==> config.mk <==
export PLATFORM = sky130hd
export DESIGN_NAME = alu_exec_stage
export DESIGN_NICKNAME = d
export VERILOG_FILES = /design/src/rtl/exec_pkg.sv /design/src/rtl/seq_multiplier.sv /design/src/rtl/alu_exec_stage.sv
export SDC_FILE = /design/constraint.sdc
export NUM_CORES = 1
export LEC_CHECK = 0
export ABC_CLOCK_PERIOD_IN_PS = 4800
export CAP_MARGIN = 40
export CORE_ASPECT_RATIO = 0.5
export CORE_MARGIN = 2
export CORE_UTILIZATION = 53
export DETAILED_ROUTE_END_ITERATION = 16
export PLACE_DENSITY = 0.79
export RECOVER_POWER = 50
export SETUP_SLACK_MARGIN = 0.4
export SYNTH_ARGS = -nofsm -noshare
export SYNTH_HDL_FRONTEND = slang
export SYNTH_SLANG_ARGS = --single-unit
==> constraint.sdc <==
create_clock -name clk -period 4.8 [get_ports clk]
set_input_delay 0.48 -clock clk [delete_from_list [all_inputs] [get_ports clk]]
set_output_delay 0.48 -clock clk [all_outputs]
set_load 0.01 [all_outputs]
==> src/rtl/exec_pkg.sv <==
// Shared types for the execute stage: opcodes, FSM states and the zero-register number.
package exec_pkg;

  typedef enum logic [3:0] {
    OP_ADD = 4'd0,
    OP_SUB = 4'd1,
    OP_AND = 4'd2,
    OP_OR  = 4'd3,
    OP_XOR = 4'd4,
    OP_SHL = 4'd5,
    OP_SHR = 4'd6,
    OP_MOV = 4'd7,
    OP_MUL = 4'd8
  } op_e;

  typedef enum logic [0:0] {
    ST_IDLE = 1'b0,
    ST_MUL  = 1'b1
  } state_e;

  localparam int REG_ZERO = 0;

endpackage

==> src/rtl/seq_multiplier.sv <==
// DW-cycle shift-add multiplier. done and product are valid together in the cycle
// that performs the last partial-product add, so the caller can register them directly.
module seq_multiplier #(
  parameter int DW = 8
) (
  input  logic            clk,
  input  logic            rst,
  input  logic            start,
  input  logic [DW-1:0]   a,
  input  logic [DW-1:0]   b,
  output logic            done,
  output logic [2*DW-1:0] product
);

  localparam int CW = (DW > 1) ? $clog2(DW) : 1;

  logic            run_r;
  logic [CW-1:0]   cnt_r;
  logic [2*DW-1:0] acc_r;
  logic [2*DW-1:0] mcand_r;
  logic [DW-1:0]   mplier_r;
  logic [2*DW-1:0] acc_nxt_s;

  // Add the shifted multiplicand when the current multiplier bit is set
  always_comb begin
    acc_nxt_s = acc_r;
    if (mplier_r[0]) begin
      acc_nxt_s = acc_r + mcand_r;
    end else begin
      acc_nxt_s = acc_r;
    end
  end

  assign done    = run_r && (cnt_r == CW'(DW - 1));
  assign product = acc_nxt_s;

  // Iteration registers; reset aborts any multiply in flight
  always_ff @(posedge clk or posedge rst) begin
    if (rst) begin
      run_r    <= 1'b0;
      cnt_r    <= {CW{1'b0}};
      acc_r    <= {(2*DW){1'b0}};
      mcand_r  <= {(2*DW){1'b0}};
      mplier_r <= {DW{1'b0}};
    end else if (start) begin
      run_r    <= 1'b1;
      cnt_r    <= {CW{1'b0}};
      acc_r    <= {(2*DW){1'b0}};
      mcand_r  <= {{DW{1'b0}}, a};
      mplier_r <= b;
    end else if (run_r) begin
      acc_r    <= acc_nxt_s;
      mcand_r  <= mcand_r << 1;
      mplier_r <= mplier_r >> 1;
      cnt_r    <= cnt_r + CW'(1);
      run_r    <= !done;
    end else begin
      run_r    <= 1'b0;
    end
  end

endmodule

==> src/rtl/alu_exec_stage.sv <==
// Execute stage with write-back forwarding; the iterative multiplier on opcode 8
// exists only when MUL_EXEC_EN is defined, otherwise opcode 8 is a NOP.
module alu_exec_stage
  import exec_pkg::*;
#(
  parameter int DW = 8,
  parameter int AW = 3
) (
  input  logic          clk,
  input  logic          rst,
  input  logic          in_valid,
  output logic          in_ready,
  input  logic [3:0]    in_op,
  input  logic [AW-1:0] in_rd,
  input  logic [AW-1:0] in_rs1,
  input  logic [AW-1:0] in_rs2,
  output logic [AW-1:0] rf_raddr1,
  output logic [AW-1:0] rf_raddr2,
  input  logic [DW-1:0] rf_rdata1,
  input  logic [DW-1:0] rf_rdata2,
  output logic          wb_en,
  output logic [AW-1:0] wb_reg,
  output logic [DW-1:0] wb_data,
  output logic          flag_z,
  output logic          flag_c,
  output logic          busy
);

  localparam logic [AW-1:0] R0_ADDR = AW'(REG_ZERO);

  logic          wb_en_r;
  logic [AW-1:0] wb_reg_r;
  logic [DW-1:0] wb_data_r;
  logic          flag_z_r;
  logic          flag_c_r;

  logic            in_ready_s;
  logic            accept_s;
  logic [DW-1:0]   op1_s;
  logic [DW-1:0]   op2_s;
  logic [DW:0]     sum_s;
  logic [DW:0]     diff_s;
  logic            alu_op_s;
  logic [DW-1:0]   alu_res_s;
  logic            alu_c_s;
  logic            mul_done_s;
  logic [2*DW-1:0] mul_prod_s;
  logic [AW-1:0]   mul_rd_s;
  logic            wr_s;
  logic [AW-1:0]   wr_reg_s;
  logic [DW-1:0]   wr_data_s;
  logic            wr_c_s;

  assign rf_raddr1 = in_rs1;
  assign rf_raddr2 = in_rs2;
  assign accept_s  = in_valid && in_ready_s;

  // Operand select: R0 is zero, a pending write-back beats the register file
  always_comb begin
    op1_s = rf_rdata1;
    op2_s = rf_rdata2;
    if (in_rs1 == R0_ADDR) begin
      op1_s = {DW{1'b0}};
    end else if (wb_en_r && (wb_reg_r != R0_ADDR) && (wb_reg_r == in_rs1)) begin
      op1_s = wb_data_r;
    end else begin
      op1_s = rf_rdata1;
    end
    if (in_rs2 == R0_ADDR) begin
      op2_s = {DW{1'b0}};
    end else if (wb_en_r && (wb_reg_r != R0_ADDR) && (wb_reg_r == in_rs2)) begin
      op2_s = wb_data_r;
    end else begin
      op2_s = rf_rdata2;
    end
  end

  assign sum_s  = {1'b0, op1_s} + {1'b0, op2_s};
  assign diff_s = {1'b0, op1_s} - {1'b0, op2_s};

  // Single-cycle ALU; MUL and opcodes 9-15 produce no single-cycle result
  always_comb begin
    alu_op_s  = 1'b1;
    alu_res_s = {DW{1'b0}};
    alu_c_s   = 1'b0;
    case (in_op)
      OP_ADD: begin alu_res_s = sum_s[DW-1:0];  alu_c_s = sum_s[DW];  end
      OP_SUB: begin alu_res_s = diff_s[DW-1:0]; alu_c_s = diff_s[DW]; end
      OP_AND: alu_res_s = op1_s & op2_s;
      OP_OR:  alu_res_s = op1_s | op2_s;
      OP_XOR: alu_res_s = op1_s ^ op2_s;
      OP_SHL: alu_res_s = op1_s << op2_s[2:0];
      OP_SHR: alu_res_s = op1_s >> op2_s[2:0];
      OP_MOV: alu_res_s = op1_s;
      default: alu_op_s = 1'b0;
    endcase
  end

`ifdef MUL_EXEC_EN
  state_e        state_r;
  logic [AW-1:0] mul_rd_r;
  logic          mul_start_s;

  assign in_ready_s  = (state_r == ST_IDLE);
  assign busy        = (state_r == ST_MUL);
  assign mul_start_s = accept_s && (in_op == OP_MUL);
  assign mul_rd_s    = mul_rd_r;

  seq_multiplier #(.DW(DW)) u_mul (
    .clk     (clk),
    .rst     (rst),
    .start   (mul_start_s),
    .a       (op1_s),
    .b       (op2_s),
    .done    (mul_done_s),
    .product (mul_prod_s)
  );

  // Stay in MUL until the multiplier reports its final partial product
  always_ff @(posedge clk or posedge rst) begin
    if (rst) begin
      state_r  <= ST_IDLE;
      mul_rd_r <= R0_ADDR;
    end else begin
      case (state_r)
        ST_IDLE: begin
          if (mul_start_s) begin
            state_r  <= ST_MUL;
            mul_rd_r <= in_rd;
          end else begin
            state_r  <= ST_IDLE;
          end
        end
        ST_MUL: begin
          if (mul_done_s) begin
            state_r <= ST_IDLE;
          end else begin
            state_r <= ST_MUL;
          end
        end
        default: state_r <= ST_IDLE;
      endcase
    end
  end
`else
  assign in_ready_s = 1'b1;
  assign busy       = 1'b0;
  assign mul_done_s = 1'b0;
  assign mul_prod_s = {(2*DW){1'b0}};
  assign mul_rd_s   = R0_ADDR;
`endif

  // Pick the result that writes back next cycle, if any
  always_comb begin
    wr_s      = 1'b0;
    wr_reg_s  = in_rd;
    wr_data_s = alu_res_s;
    wr_c_s    = alu_c_s;
    if (mul_done_s) begin
      wr_s      = (mul_rd_s != R0_ADDR);
      wr_reg_s  = mul_rd_s;
      wr_data_s = mul_prod_s[DW-1:0];
      wr_c_s    = |mul_prod_s[2*DW-1:DW];
    end else begin
      wr_s      = accept_s && alu_op_s && (in_rd != R0_ADDR);
    end
  end

  // Write-back pulse and flags; flags move only with a real write
  always_ff @(posedge clk or posedge rst) begin
    if (rst) begin
      wb_en_r   <= 1'b0;
      wb_reg_r  <= {AW{1'b0}};
      wb_data_r <= {DW{1'b0}};
      flag_z_r  <= 1'b0;
      flag_c_r  <= 1'b0;
    end else if (wr_s) begin
      wb_en_r   <= 1'b1;
      wb_reg_r  <= wr_reg_s;
      wb_data_r <= wr_data_s;
      flag_z_r  <= (wr_data_s == {DW{1'b0}});
      flag_c_r  <= wr_c_s;
    end else begin
      wb_en_r   <= 1'b0;
    end
  end

  assign in_ready = in_ready_s;
  assign wb_en    = wb_en_r;
  assign wb_reg   = wb_reg_r;
  assign wb_data  = wb_data_r;
  assign flag_z   = flag_z_r;
  assign flag_c   = flag_c_r;

endmodule

---- Word level (Yosys, flattened, before mapping) ----
Index checks and enable logic that the tools add are counted.
storage, ports and cells
  word-level logic and storage cells ...... 41
  output and inout port bits .............. 22
  input port bits ......................... 32
  bits in registers ....................... 14
cells by class
  $add $sub $neg .......................... 2
  shift operators ......................... 2
  equal/unequal tests ..................... 9
  mux-type cells .......................... 8
  bitwise gates (word level) .............. 3
  reduce and logical (&&, ||, !) cells .... 12
operators with widths
  kind                number
  $pmux 8 s8          1
  $mux 8              4
  $eq 4x3->1 const B  4
  $add 8x8->9         1
  $sub 8x8->9         1
  $and 8x8->8         1
  $eq 4x2->1 const B  2
  $logic_not 8->1     1
  $or 8x8->8          1
  $reduce_or 8->1     1
  $shl 8x3->8         1
  $shr 8x3->8         1
  $xor 8x8->8         1
  $eq 3x3->1          2
  $logic_not 3->1     2
  $reduce_bool 3->1   2
  $logic_and 1x1->1   5
  $eq 4x1->1 const B  1
  $logic_not 4->1     1
  $mux 1              2
  $pmux 1 s2          1

---- Longest topological paths before layout ----
Gate-level depths: netlist of run 1.
  depth after elaboration ................. 8
  mapped depth ............................ 16
  mapped depth without buffers ............ 16

---- Worst setup path after synthesis of run 1 ----
OpenSTA, ideal clock, no wires.
  path kind ............................... register -> register
  from .................................... register wb_reg_r[2] (netlist: wb_reg[2])
  to ...................................... register flag_z_r (netlist: flag_z)
  cell stages (with the launch flop) ...... 15
  data arrival time ....................... 3.736 ns
  setup slack ............................. 0.941 ns
  clock period less this slack ............ 3.859 ns
  library setup time ...................... 0.123 ns
  buffers on the path ..................... 1
  required time ........................... 4.677 ns
  path through ............................ dfrtp_1 o31a_2 nand4_4 mux2i_2 clkbuf_1 ha_1 nand2b_1 a21oi_1 o21ai_0 a21o_1 a21oi_1 o311a_1 or4b_2 nand4_1 o31ai_2
between the ends
  longest elaborated chain between the ends .. 8
  elaborated cells between the ends (all ways) .. 19
  those cells by class .................... 2 x add/sub; 2 x eq/ne; 2 x shift; 5 x mux; 3 x bitwise; 5 x reduce/logical
ends and longest elaborated chain
  element                                      RTL line                                    text
  start, declared                              alu_exec_stage.sv:32                        logic [AW-1:0] wb_reg_r;
  start signal, assigned                       alu_exec_stage.sv:173                       wb_reg_r <= {AW{1'b0}};
  start signal, assigned                       alu_exec_stage.sv:179                       wb_reg_r <= wr_reg_s;
  $reduce_bool 3->1                            alu_exec_stage.sv:64, alu_exec_stage.sv:71
  $logic_and 1x1->1                            alu_exec_stage.sv:64, alu_exec_stage.sv:71
  $logic_and 1x1->1, on equally long branches  alu_exec_stage.sv:64, alu_exec_stage.sv:71
  $mux 8, on equally long branches             alu_exec_stage.sv:64, alu_exec_stage.sv:71
  $mux 8, on equally long branches             alu_exec_stage.sv:62, alu_exec_stage.sv:69
  $sub 8x8->9, or another cell as far along    alu_exec_stage.sv:79                        assign diff_s = {1'b0, op1_s} - {1'b0, op2_s};
  $pmux 8 s8 (*)                               alu_exec_stage.sv:86                        case (in_op)
  $logic_not 8->1 (*)                          alu_exec_stage.sv:181                       flag_z_r <= (wr_data_s == {DW{1'b0}});
  end signal, assigned                         alu_exec_stage.sv:181
  end, declared                                alu_exec_stage.sv:34                        logic flag_z_r;
Mark *: on every way between the ends. The rest lies on a longest branch, timed or not.
A chain may end at the register's enable or synchronous reset.

---- Worst setup path in the final report of run 1 ----
  from .................................... input in_rs1[1]
  to ...................................... register flag_z_r (netlist: flag_z)
between the ends
  longest elaborated chain between the ends .. 7
  elaborated cells between the ends (all ways) .. 14
  those cells by class .................... 2 x add/sub; 1 x eq/ne; 2 x shift; 3 x mux; 3 x bitwise; 3 x reduce/logical
ends and longest elaborated chain
  element                                    RTL line               text
  start, declared                            alu_exec_stage.sv:15   input logic [AW-1:0] in_rs1,
  $eq 3x3->1                                 alu_exec_stage.sv:64   end else if (wb_en_r && (wb_reg_r != R0_ADDR) && (wb_reg_r == in_rs1)) begin
  $logic_and 1x1->1                          alu_exec_stage.sv:64
  $mux 8                                     alu_exec_stage.sv:64
  $mux 8 (*)                                 alu_exec_stage.sv:62   if (in_rs1 == R0_ADDR) begin
  $sub 8x8->9, or another cell as far along  alu_exec_stage.sv:79
  $pmux 8 s8 (*)                             alu_exec_stage.sv:86
  $logic_not 8->1 (*)                        alu_exec_stage.sv:181
Marked as above.

==> results of run 1 <==
==> worst min-delay path: cells and delay by family (launching register included) <==
family / cells / cell delay [ns]
AO/OA/AOI/OAI: 1 / 0.06
AND/OR/NAND/NOR: 1 / 0.05
flip-flops: 1 / 0.35
==> routing by layer <==
metal  wire length (um)  vias to the layer above
met1               4050                     1291
li1                   -                     1249
met4                 98                        0
met5                  0                        -
met3                888                       10
met2               3660                      160
==> logic make-up (layout without fill, tap and decap cells) <==
family	count (synthesis)	count (layout)	share of synthesized area (%)
AOI/OAI and AO/OA	84	84	23.9
xor gates and xnor gates	10	10	3.42
adders and majority gates	27	27	13.8
buffers and inverters	47	98	8.94
DFF	14	14	13.7
muxes	32	32	14.8
other	2	2	0.293
and+or+nand+nor	102	102	21.2
==> timing repair <==
item	4_1_cts	5_1_grt
endpoints found under the setup margin	0	2
resized for setup	0	6
hold buffers	0	0
buffers inserted	0	3
==> per-stage QoR <==
| step | power, W | hold WS [ns] |
|---|---|---|
| after floorplan | 0.000388 | 0.369 |
| after global placement | 0.000518 | 0.478 |
| after detailed placement | 0.000526 | 0.491 |
| after CTS | 0.000623 | 0.503 |
| after global routing | 0.000672 | 0.523 |
| final | 0.000633 | 0.493 |
==> power groups by stage <==
stage	clock (W)	combinational (W)	sequential [W]
after global placement	0	0.000358	0.000160
after floorplan	0	0.000222	0.000166
after CTS	0.0000963	0.000368	0.000159
after global routing	0.000102	0.000407	0.000163
after detailed placement	0	0.000365	0.000161
final	0.0000968	0.000376	0.000160
==> Yosys cell counts, drive strengths merged (2+ instances only) <==
| library cell | n |
|---|---|
| or2 | 5 |
| nand2 | 23 |
| buf | 13 |
| nor3 | 10 |
| mux2i | 30 |
| conb | 2 |
| ha | 25 |
| o22ai | 4 |
| o311ai | 2 |
| a221oi | 4 |
| o32ai | 2 |
| clkinv | 2 |
| dfrtp | 14 |
| a2111oi | 4 |
| a211oi | 6 |
| o31ai | 3 |
| a21o | 4 |
| inv | 26 |
| mux2 | 2 |
| nor2b | 8 |
| nand3 | 4 |
| o21bai | 4 |
| clkbuf | 6 |
| a21oi | 13 |
| nand2b | 3 |
| a22o | 3 |
| a41oi | 2 |
| xnor2 | 8 |
| o211ai | 2 |
| o221ai | 6 |
| xor2 | 2 |
| o21ai | 16 |
| nor2 | 27 |
| fa | 2 |
| and2b | 7 |
| nand4 | 6 |
| or3 | 4 |
==> worst min path at each step <==
stage | slack (ns) | start | end
floorplan | 0.37 | rst | flag_c
global placement | 0.48 | flag_c | flag_c
detailed placement | 0.49 | flag_c | flag_c
CTS | 0.50 | flag_c | flag_c
global route | 0.52 | flag_c | flag_c
finish | 0.49 | flag_c | flag_c
==> area by class of cell <==
| cell class | count | area, sq um |
|---|---|---|
| Multi-Input combinational cell | 257 | 2020 |
| Fill cell | 368 | 1300 |
| Timing Repair Buffer | 67 | 631 |
| Sequential cell | 14 | 350 |
| Inverter | 28 | 106 |
| Tap cell | 66 | 82.6 |
| Clock buffer | 3 | 41.3 |
==> out/metrics.yaml, run 1 <==
outcome:
  status: "completed"
floorplanning:
  fp.dieW_um: 102
  ios: 54
  die-area_sq_um: 5440
  die-height_um: 53.2
  num_rows: 17
  coreArea_sq_um: 4530
  initial_core_util_pct: 56.5
clocking:
  cts_tree: "done"
  cts_buffer_depth: 2
  cts_root_buffer: "clkbuf_8"
  clkTransAtPathRegs_ns: 0.06
  clock_latency_ns: 0.25
  clock_sinks: 14
  cts_buffers: 3
  h-tree-depth: 1
global_routing:
  grt_pass1_vias: 2549
  grt.overflow.total: 0
  grt_util_met3_pct: 4.10
  busiest_layer: "met2"
  grt_usage_pct: 33.7
  grt_pass1_wl_um: 13600
  grt_use_met1_pct: 50.2
  antenna_found_initial: 0
  use_met2_pct: 52.2
  grt_max_degree: 19
placed_design:
  place_area_sq_um: 3140
  pre_cts_slack_ns: 0.230
  io_buffers: 51
  gp_congestion: 1.02
  hpwl_um: 6980
  place_inst: 429
min_path:
  hp-class: "flop to flop"
  hold_depth: 2
worst_setup_path:
  worstPathRequired_ns: 4.96
  worst-path-stages: 15
  r2r_cells: 13
  start_kind: "input pin"
  path_delay_family: "compound AO/OA/AOI/OAI gates"
  worstPathArrival_ns: 4.35
  r2r_slack_ns: 0.81
  critPathMaxFanout: 5
  path_cells: "clkdlybuf4s50_1 -> xnor2_1 -> nand4_4 -> mux2i_4 -> inv_1 -> ha_1 -> nor2b_1 -> o21ai_0 -> a21oi_1 -> o21ai_0 -> nand3b_1 -> a41oi_1 -> nor3b_1 -> nand4_1 -> o31ai_2"
  r2r-start: "wb_reg[2]"
  crit_type: "input pin to flop"
  cp.buffers_inverters: 2
  crit_path_max_incr_delay_ns: 0.48
  worstSetupEndpointType: "flop"
  slowest_stage: "clkdlybuf4s50_1"
  r2r_end: "flag_z"
  endpoint: "flag_z"
  cp_common_cell: "o21ai_0"
  cp-startpoint: "in_rs1[1]"
power_and_ir_drop:
  power.leakage_nw: 1.45
  p_int_w: 0.000360
  p_clk_share_pct: 15.3
  ir_drop_mv: 0.115
  p_comb_share_pct: 59.5
  powerDensity_nw_per_um2: 196
  swShare_pct: 43.2
  p_seq_share_pct: 25.2
  p_sw_w: 0.000273
timing:
  final.setup.worst_slack_ns: 0.612
  tns_ns: 0
  slew_headroom_pct: 44.4
  hold_violations: 0
  worst_slew_pin_slew_ns: 0.828
  grt_setup_unrepaired: "no"
  setup_viol: 0
  fin_crit_ns: 4.19
  slew_violations: 0
  fin_crit_sh_pct: 87.3
  max_freq_ghz: 0.239
  finClkSkew_ns: 0.00344
cells_and_area:
  most-common-layout-cells: "clkdlybuf4s50_1, nor2_1, inv_1, ha_1, nand2_1"
  largest_reg_flops: 8
  finish.utilization_pct: 71.3
  syn_to_final_growth_pct: 26.1
  drive_above_1_share_pct: 12.7
  design_area_sq_um: 3230
  nets: 430
  final_common_cell: "clkdlybuf4s50_1"
  final_cell_count_no_fill: 435
  num_antenna_cells: 0
yosys:
  synth_top_area_cell: "dfrtp_1"
  synth-warning-count: 0
  synth_top_area_share_pct: 13.7
  syn_inst: 318
  ys_top_cells_by_area: "dfrtp_1, ha_1, mux2i_1"
  ys_seq_area_share_pct: 13.7
  ys_ff_latch: 14
  synthFlopType: "dfrtp_1"
  netlist_area_sq_um: 2560
  yosysUniqueCellTypes: 65
  synth_nets: 377
  synth_enable_flop_cells: 0
  async_flop_share_pct: 100
  avgSynthCellArea_sq_um: 8.05
route:
  finalWirelength_um: 8700
  first_iter_violations: 345
  vias_per_cell: 6.23
  avgRoutedWirePerCell_um: 20.0
  drt_pass1_iterations: 5
  ant_nets: 0
  dr_total_vias: 2710
  drc: 0
job:
  maxCapViolCount: 0
Power figures use the tool's default switching activity.
==> inputs of run 2 (changes only) <==
Settings changed: PLACE_DENSITY 0.79 to 0.86.
==> run 2 against run 1 <==
Net effect:
- utilization rose by 0.91 points
- hold slack barely moved
- sequential power barely moved
- flip-flop and latch count did not move
- total power rose by 2.2%
- register-to-register slack got worse by 0.02 ns
- largest power group unchanged
==> out/metrics.yaml, run 2 (synthesis gave the netlist of run 1 again) <==
cells_and_area:
  syn_to_final_growth_pct: 27.7
  nets: 436  # +1.4%
  largest_reg_flops: 8  # unchanged
  final_common_cell: "clkdlybuf4s50_1"
  most-common-layout-cells: "clkdlybuf4s50_1, nor2_1, inv_1, ha_1, nand2_1"
  num_antenna_cells: 0  # unchanged
  n_fill_cell: 346  # -6.0%
  multi_input_area_sq_um: 2010  # -0.19%
  design_area_sq_um: 3270  # +1.3%
  drive_above_1_share_pct: 13.9  # +1.1 points
  seq_area_sq_um: 350  # unchanged
  finish.utilization_pct: 72.2  # +0.91 points
timing:
  finClkSkew_ns: 0.00324  # -0.000203 ns
  tns_ns: 0  # unchanged
  worst_slew_pin_slew_ns: 0.798  # -0.0301 ns
  setup_viol: 0  # unchanged
  fin_crit_ns: 4.13  # -0.0568 ns
  hold_violations: 0  # unchanged
  final.setup.worst_slack_ns: 0.668  # +0.0568 ns
  fin_crit_sh_pct: 86.1  # -1.2 points
  grt_setup_unrepaired: "no"
  slew_headroom_pct: 46.4  # +2.0 points
  slew_violations: 0  # unchanged
  max_freq_ghz: 0.242  # +1.4%
floorplanning:
  num_rows: 17  # unchanged
  initial_core_util_pct: 56.5  # unchanged
  die-area_sq_um: 5440  # unchanged
  coreArea_sq_um: 4530  # unchanged
  ios: 54  # unchanged
  fp.dieW_um: 102  # unchanged
  die-height_um: 53.2  # unchanged
placed_design:
  gp_congestion: 1.00  # -2.2%
  place_area_sq_um: 3140  # unchanged
  pre_cts_slack_ns: 0.231  # +0.00123 ns
  io_buffers: 51  # unchanged
  hpwl_um: 6550  # -6.1%
clocking:
  postCtsHoldBufs: 0  # unchanged
  clkTransAtPathRegs_ns: 0.06  # about the same
  cts_root_buffer: "clkbuf_8"
  clock_latency_ns: 0.26  # about the same
  cts_buffer_depth: 2  # unchanged
  cts_tree: "done"
  h-tree-depth: 1  # unchanged
  clock_sinks: 14  # unchanged
  cts_buffers: 3  # unchanged
worst_setup_path:
  r2r-start: "wb_reg[2]"
  worstSetupEndpointType: "flop"
  path_cells: "clkdlybuf4s50_1 -> nor3_1 -> buf_4 -> and2b_1 -> mux2_2 -> inv_2 -> ha_1 -> inv_1 -> fa_1 -> a21oi_1 -> o21bai_1 -> a21o_1 -> a21oi_1 -> mux2i_1 -> xnor2_2 -> a2111oi_2 -> nand4_1 -> o31ai_2"
  slowest_stage: "clkdlybuf4s50_1"
  cp-startpoint: "in_rs1[0]"
  start_kind: "input pin"
  critPathMaxFanout: 8  # +3
  crit_type: "input pin to flop"
  crit_path_max_incr_delay_ns: 0.47  # about the same
  cp_common_cell: "a21oi_1"
  worstPathRequired_ns: 4.96  # about the same
  worstPathArrival_ns: 4.30  # -0.05 ns
global_routing:
  antenna_found_initial: 0  # unchanged
  use_met2_pct: 49.6  # -2.6 points
  grt_pass1_wl_um: 13000  # -4.3%
  grt_pass1_vias: 2561  # +0.47%
  grt_usage_pct: 31.9  # -1.8 points
  busiest_layer: "met2"
  grt_max_degree: 19  # unchanged
  grt_use_met1_pct: 45.0  # -5.2 points
  grt.overflow.total: 0  # unchanged
  grt_util_met3_pct: 6.87  # +2.8 points
route:
  finalWirelength_um: 8710  # +0.13%
  drc: 0  # unchanged
  first_iter_violations: 343  # -0.58%
  dr_total_vias: 2801  # +3.4%
  vias_per_cell: 6.35  # +2.0%
  drt_pass1_iterations: 7  # +2
  avgRoutedWirePerCell_um: 19.8  # -1.2%
  ant_nets: 0  # unchanged
power_and_ir_drop:
  powerDensity_nw_per_um2: 198  # +0.89%
  total_power_w: 0.000647  # +2.2%
  power.leakage_nw: 1.48  # +2.1%
  ir_drop_mv: 0.103  # -10%
min_path:
  hp-class: "flop to flop"
  hp-start: "flag_c"
job:
  maxCapViolCount: 0  # unchanged
outcome:
  status: "completed"
run 2: cell count changes in the layout (fill, tap and decap cells not counted), sizes merged:
| cell | previous run | this run |
|---|---|---|
| buf | 16 | 22 |
run 2: cell type report:
| cell class | instances | share of cell area [%] |
|---|---|---|
| timing repair buffer | 73 | 20.7 |
| sequential | 14 | 10.7 |
| clock buffer | 3 | 1.26 |
| tap | 66 | 2.52 |
| multi-input combinational | 257 | 61.6 |
| inverter | 28 | 3.25 |
run 2: path summary, 6_finish.rpt:
| path | cells after the start | end | slack, ns |
|---|---|---|---|
| min in group asynchronous | 2 | wb_data[3] | 0.70 |
| max in group asynchronous | 2 | wb_data[7] | 3.74 |
| setup reg to reg | 16 | flag_z | 0.79 |
| setup / recovery | 18 | flag_z | 0.67 |
| hold reg to reg | 2 | flag_c | 0.49 |
| hold / removal | 2 | flag_c | 0.49 |
run 2: timing repair:
action,CTS,global route
setup buffers,0,9
resized for setup,0,5
setup endpoints to repair,0,2
run 2: routing by layer:
layer	vias up	routed length (um)
li1	1271	-
met1	1296	3710
met4	0	167
met2	214	3730
met5	-	0
met3	20	1110
run 2: where the power goes:
part / leakage, nW / switching, W / internal [W]
combinational: 1.29 / 0.000210 / 0.000173
sequential: 0.178 / 0.0000252 / 0.000136
clock: 0.0216 / 0.0000471 / 0.0000559
run 2: stage by stage:
step / cells / hold slack, ns
6_report: 441 / 0.493
3_5_place_dp: 429 / 0.488
3_3_place_gp: 428 / 0.465
2_1_floorplan: 318 / 0.369
4_1_cts: 432 / 0.500
5_1_grt: 441 / 0.560
run 2: critical path: cells and delay by family:
kind	cells	cell delay, ns
AO/OA/AOI/OAI	6	1.23
buffers and inverters	4	0.82
adder cells (fa/ha/maj)	2	0.58
AND/OR/NAND/NOR	3	0.55
multiplexers	2	0.44
XOR/XNOR	1	0.20
